## config.mk

```make
export PLATFORM = sky130hd
export DESIGN_NAME = clock_divider_multi
export DESIGN_NICKNAME = d
export VERILOG_FILES = /design/src/rtl/clock_divider_multi.sv
export SDC_FILE = /design/constraint.sdc
export NUM_CORES = 1
export LEC_CHECK = 0
export BUFFER_PORTS_ARGS = -buffer_cell sky130_fd_sc_hd__clkbuf_2
export CORE_ASPECT_RATIO = 2
export CORE_MARGIN = 5
export CORE_UTILIZATION = 35
export CTS_CLUSTER_DIAMETER = 200
export CTS_CLUSTER_SIZE = 14
export DETAILED_ROUTE_END_ITERATION = 10
export MAX_ROUTING_LAYER = met4
export PLACE_DENSITY = 0.61
export SKIP_LAST_GASP = 1
export SYNTH_ARGS = -nofsm -noshare
export SYNTH_HDL_FRONTEND = slang
export SYNTH_SLANG_ARGS = --single-unit
```

## constraint.sdc

```tcl
create_clock -name clk -period 5.8 [get_ports clk]
set_input_delay 1.16 -clock clk [delete_from_list [all_inputs] [get_ports clk]]
set_output_delay 1.16 -clock clk [all_outputs]
set_load 0.02 [all_outputs]
```

## src/rtl/clock_divider_multi.sv

```systemverilog
// clock_divider_multi: NCH independent programmable clock dividers with runtime divisor loads.
// Define CLKDIV_PHASE_SYNC_EN to add the sync input that realigns every channel phase.
module clock_divider_multi #(
    parameter int WIDTH       = 32,
    parameter int NCH         = 2,
    parameter int DEFAULT_DIV = 9000000
) (
    input  logic             clk,
    input  logic             reset,
`ifdef CLKDIV_PHASE_SYNC_EN
    input  logic             sync,
`endif
    input  logic [NCH-1:0]   en,
    input  logic             load,
    input  logic [2:0]       load_ch,
    input  logic [WIDTH-1:0] load_val,
    output logic [NCH-1:0]   sclk,
    output logic [NCH-1:0]   tick,
    output logic             load_err
);
    logic [WIDTH-1:0] count_q [NCH];
    logic [WIDTH-1:0] count_d [NCH];
    logic [WIDTH-1:0] div_q   [NCH];
    logic [WIDTH-1:0] div_d   [NCH];
    logic [NCH-1:0]   sclk_q, sclk_d, tick_q, tick_d;
    logic             load_err_q, load_err_d;
    logic             load_ok;
    logic             sync_w;

`ifdef CLKDIV_PHASE_SYNC_EN
    assign sync_w = sync;
`else
    assign sync_w = 1'b0;
`endif

    always_comb begin
        load_ok    = load && (32'(load_ch) < NCH);
        load_err_d = load && !load_ok && !sync_w;
        for (int i = 0; i < NCH; i++) begin
            count_d[i] = count_q[i];
            div_d[i]   = div_q[i];
            sclk_d[i]  = sclk_q[i];
            tick_d[i]  = 1'b0;
            if (sync_w) begin
                count_d[i] = '0;
                sclk_d[i]  = 1'b0;
            end else if (load_ok && load_ch == 3'(i)) begin
                div_d[i]   = load_val;
                count_d[i] = '0;
            end else if (en[i]) begin
                tick_d[i]  = count_q[i] == div_q[i];
                count_d[i] = tick_d[i] ? '0 : count_q[i] + WIDTH'(1);
                sclk_d[i]  = sclk_q[i] ^ tick_d[i];
            end
        end
    end

    always_ff @(posedge clk or negedge reset) begin
        if (!reset) begin
            count_q    <= '{default: '0};
            div_q      <= '{default: WIDTH'(DEFAULT_DIV)};
            sclk_q     <= '0;
            tick_q     <= '0;
            load_err_q <= 1'b0;
        end else begin
            count_q    <= count_d;
            div_q      <= div_d;
            sclk_q     <= sclk_d;
            tick_q     <= tick_d;
            load_err_q <= load_err_d;
        end
    end

    assign sclk     = sclk_q;
    assign tick     = tick_q;
    assign load_err = load_err_q;
endmodule

```

Yosys cells after proc, flatten, opt, wreduce, memory -nomap -nowiden
Index checks and enable logic that the tools add are counted.

cells by class
  eq/ne operators = 3
  reductions and logical operators = 10
  bitwise logic cells = 4
  add/subtract/negate cells = 2
  multiplexer cells = 10
  order comparisons = 1

operator list
  operator                                                    number
  2-to-1 mux 32 bit                                           6
  adder 32 x 1 -> 32 bit, second input constant               2
  == test 32 bit                                              2
  logical AND 1 bit                                           4
  2-to-1 mux 1 bit                                            4
  AND reduction 2 bit                                         2
  nonzero test 2 bit                                          2
  == test 3 x 1 -> 1 bit, second input constant               1
  zero test 3 bit                                             1
  less-than comparator 3 x 2 -> 1 bit, second input constant  1
  inverter 1 bit                                              2
  bitwise XOR 1 bit                                           2
  zero test 1 bit                                             1

word-level totals
  register bits after elaboration = 133
  output and inout port bits = 5
  input port bits = 40

Longest topological paths before layout
  depth after elaboration = 5
  depth in mapped cells = 9

Worst setup path after synthesis
OpenSTA, ideal clock, no wires.

  path kind = input to register
  start point = input load_ch[1]
  end point = register count_q[57] (netlist name)
  data arrival time = 2461 ps
  stages on the path = 6
  library setup time = 121 ps
  buffers on the path = 1
  path slack = 3218 ps
  cells stage by stage = nor4b_2 > nand2b_1 > a21oi_2 > buf_2 > a21o_1 > a22o_1

on the way
  word-level cells in the longest chain between the ends = 4

RTL lines
  item                                                            line  RTL
  start, declared                                                 15    input logic [2:0] load_ch,
  less-than comparator 3 x 2 -> 1 bit                             37    load_ok = load && (32'(load_ch) < NCH);
  logical AND 1 bit                                               37
  logical AND 1 bit (*)                                           47    end else if (load_ok && load_ch == 3'(i)) begin
  2-to-1 mux 32 bit / nonzero test 2 bit (equally long branches)  n/a
  end signal, assigned                                            66    count_q <= count_d;
  end, declared                                                   21    logic [WIDTH-1:0] count_q [NCH];

Every way passes the cells marked *; elsewhere a longest branch is shown, timed or not.
A chain may end at the register's enable or synchronous reset.

Worst setup path after layout
  start point = input load_ch[1]
  end point = register count_q[54] (netlist name)

The elaborated chain is that of the path after synthesis.

==> summary.txt <==
Drt
  • DRT Wirelength: about 18 mm
  • Avg WL per Cell: between 15 and 20 µm
  • Detailed-route via count: roughly 5300
  • DRC Markers: 0
  • Drt first pass iters: 5
  • Antenna Nets Post-Route: 0
  • Vias/cell: about 5.2
  • Iter 0 DRT Violations: 187

Power and ir drop
  • Worst vdd ir: just under 200 µV
  • Pwr Total: between 2 and 3 mW
  • Cell Pwr Density: between 300 and 400 nW/µm²
  • Flop pwr share: 0.447
  • Sw frac: 0.287
  • Combinational power share: 0.143
  • Internal Power: between 1.5 and 2 mW
  • Clock share of power: 0.410
  • Sw power: between 0.7 and 0.8 mW
  • Leakage: around 3.4 nW

STA
  • Setup violators final: 0
  • Fin. Hold Viols: 0
  • TNS Setup: 0 ns
  • Fin. max-slew vios: 0
  • Clock skew: approximately 0.0066 ns
  • Final worst-path cycle share: 0.475
  • Worst slew pin tran: 0.968 ns
  • Maximum clock frequency: ~360 MHz
  • Slew Limit Headroom: 0.349
  • Min cycle time layout: 2.76 ns
  • RSZ-0062 raised after global routing: false

Final layout
  • Syn-to-layout area delta: 15.2%
  • NumNets Final: between 700 and 800
  • Layout cells sized above 1: 0.192
  • Final core occ: 0.408
  • Antenna diodes: 0
  • Post-route insts no fill: 1025
  • Filler cell count: ~1900

Logic synthesis
  • Top FF cell, synth: dfrtp_1
  • Ranking of synthesized cells by area: dfrtp_1 (43%), nand2_1 (9.1%), xnor2_1 (8.2%)
  • Post-synthesis register bit count: 133
  • Synth cell count leaders: nand2_1 (166), dfrtp_1 (119), xnor2_1 (64), nand3_1 (55), nor2_1 (34)
  • Syn Inst Count: approximately 720
  • Synth warn: 0
  • Post-synthesis async set-or-reset flop share: 1.00
  • Post-synthesis cell type count: 44
  • Top-area cell type share of the netlist area: 0.434
  • Most frequent cell after synthesis: nand2_1
  • Synth area leader: dfrtp_1
  • Count of flip-flops with a built-in enable after synthesis: 0
  • Post-synthesis sequential area ratio: 0.488
  • Net Count, Synth: approximately 770
  • Netlist Area Pre-Place: slightly below 7000 µm²
  • Mapped Avg Cell Area: approximately 9.5 µm²

Floorplan
  • Die X: about 110 µm
  • Rows: 72
  • Vert. Die Dim: between 200 and 250 µm
  • Io pins: 45
  • Die footprint: 22700 µm²
  • Core Region: about 19000 µm²
  • Starting Density: 0.354

Critical path
  • WP buf/inv: 3
  • Worst path arrival time: roughly 3.1 ns
  • CP top delay family: buffers and inverters
  • Max Fanout on Critical Path: 46
  • Setup Crit Path Kind: primary input to flop
  • Crit path from: load_ch[1]
  • Crit-path slowest cell: buf_4
  • R2r startpoint: count_q[29]
  • WP data required: between 6 and 7 ns
  • Top cell by count, worst path: buf_4
  • CP Capture Type: flop
  • Cell chain of the critical path: clkbuf_2 -> nor4b_4 -> buf_4 -> nand2b_1 -> a21oi_2 -> buf_4 -> and3_1 -> a221o_1
  • CP Launch Type: primary input
  • Slowest cell delay on critical path: 0.43 ns

Clocking
  • Worst-path clk slew: approximately 0.06 ns
  • Root Buffer: clkbuf_16
  • Cts hold-fix bufs: 0
  • Clock tree from TritonCTS: built
  • Clock Sinks: 133
  • H-tree depth: 4
  • Worst skew pair latency: around 0.42 ns
  • Maximum clock path buffer count: 2
  • Post-cts sizing count: 0
  • Post-CTS Setup Inserts: 0
  • Number of buffers created by CTS: 17

Placed design
  • IO buf count: 44
  • Placed cell count: ~1000
  • DP Wirelength: about 13 mm
  • Final RePlAce weighted congestion: ~0.86

GRT
  • Largest net degree at the start of global routing: 98
  • Total grt overflow: 0
  • Antenna violations before repair: 0
  • First-pass GRT wire length: around 29 mm
  • Vias in the first global route: approximately 5500
  • Total GRT Usage: 0.174

Hold path
  • Worst hold-check path type: flop to flop
  • Worst hold start: div_q[23]

Run status
  • Status: finished clean

Job
  • Max-capacitance violation count: 0
-- cells in the final DEF (no fill, tap or decap), types with 3 or more instances in the layout --
cell and count:
nand2_1 166, dfrtp_1 119, xnor2_1 64, nand3_1 55, clkbuf_2 43, nor2_1 32
mux2_2 32, nand4_1 29, o311ai_0 18, clkbuf_16 17, and3_1 15, o21ai_0 15
a21oi_1 14, dfstp_2 14, a22o_1 13, a21o_1 11, nor3_1 10, buf_4 10
nor4_1 9, a221o_1 9, o21a_1 7, inv_1 6, inv_6 5, mux2i_1 4
clkinvlp_4 4, nor2b_1 3, nand2b_1 3, or2_2 3, clkinv_4 3
-- power by group through the flow --
stage | combinational (mW) | sequential [mW] | clock (mW)
2_1_floorplan | 0.241 | 1.14 | 0
5_1_grt | 0.404 | 1.17 | 1.12
3_3_place_gp | 0.368 | 1.17 | 0
6_report | 0.368 | 1.15 | 1.06
3_5_place_dp | 0.373 | 1.17 | 0
4_1_cts | 0.375 | 1.15 | 1.08
-- final cells by class --
cell class                 instances  area (µm²)  share of cell area
clock buffer                      18         439              0.0555
clock inverter                    14         141              0.0179
inverter                           6        22.5             0.00285
multi-input combinational        541        3330               0.422
sequential                       133        3350               0.423
tap                              259         324              0.0410
timing repair buffer              54         302              0.0381
-- final timing paths --
kind | end | slack (ns) | depth (start not counted)
worst max register to register | count_q[26] | 3.16 | 7
worst min register to register | div_q[23] | 0.47 | 2
max in group asynchronous | div_q[55] | 3.88 | 2
min in group asynchronous | count_q[38] | 0.83 | 1
worst min-delay path | div_q[23] | 0.47 | 2
worst max-delay path | count_q[54] | 3.04 | 8
-- through the flow --
| step | hold slack [ns] | area, µm² | setup slack [ns] |
|---|---|---|---|
| finish | 0.465 | 7910 | 3.04 |
| global route | 0.479 | 7910 | 2.95 |
| CTS | 0.468 | 7910 | 3.07 |
| detailed placement | 0.457 | 7330 | 2.63 |
| global placement | 0.455 | 7330 | 2.66 |
| floorplan | 0.446 | 6860 | 3.22 |
-- worst min-delay path: stages (launching register included) --
cell	delay (ns)
dfstp_2	0.37
nand2_1	0.05
nand2_1	0.04
-- flip-flops by register name (all words and copies together) (netlist names) --
name / cells
count_q: 64
div_q: 64
load_err: 1
sclk: 2
tick: 2
-- metal layers --
metal  GRT usage  vias up  wire length, µm
li1            -     2609                -
met2       0.299      104             9730
met1       0.176     2559             6470
met5           -        -                0
met3      0.0282       63              372
met4       0.118        0             1310
-- cells by family after synthesis --
family | synth area share
xor gates and xnor gates | 0.0842
buffers and inverters | 0.0292
adders and majority gates | 0.00365
muxes | 0.0584
AOI/OAI and AO/OA | 0.0997
DFF | 0.488
and+or+nand+nor | 0.237
(Power assumes the default switching activity.)
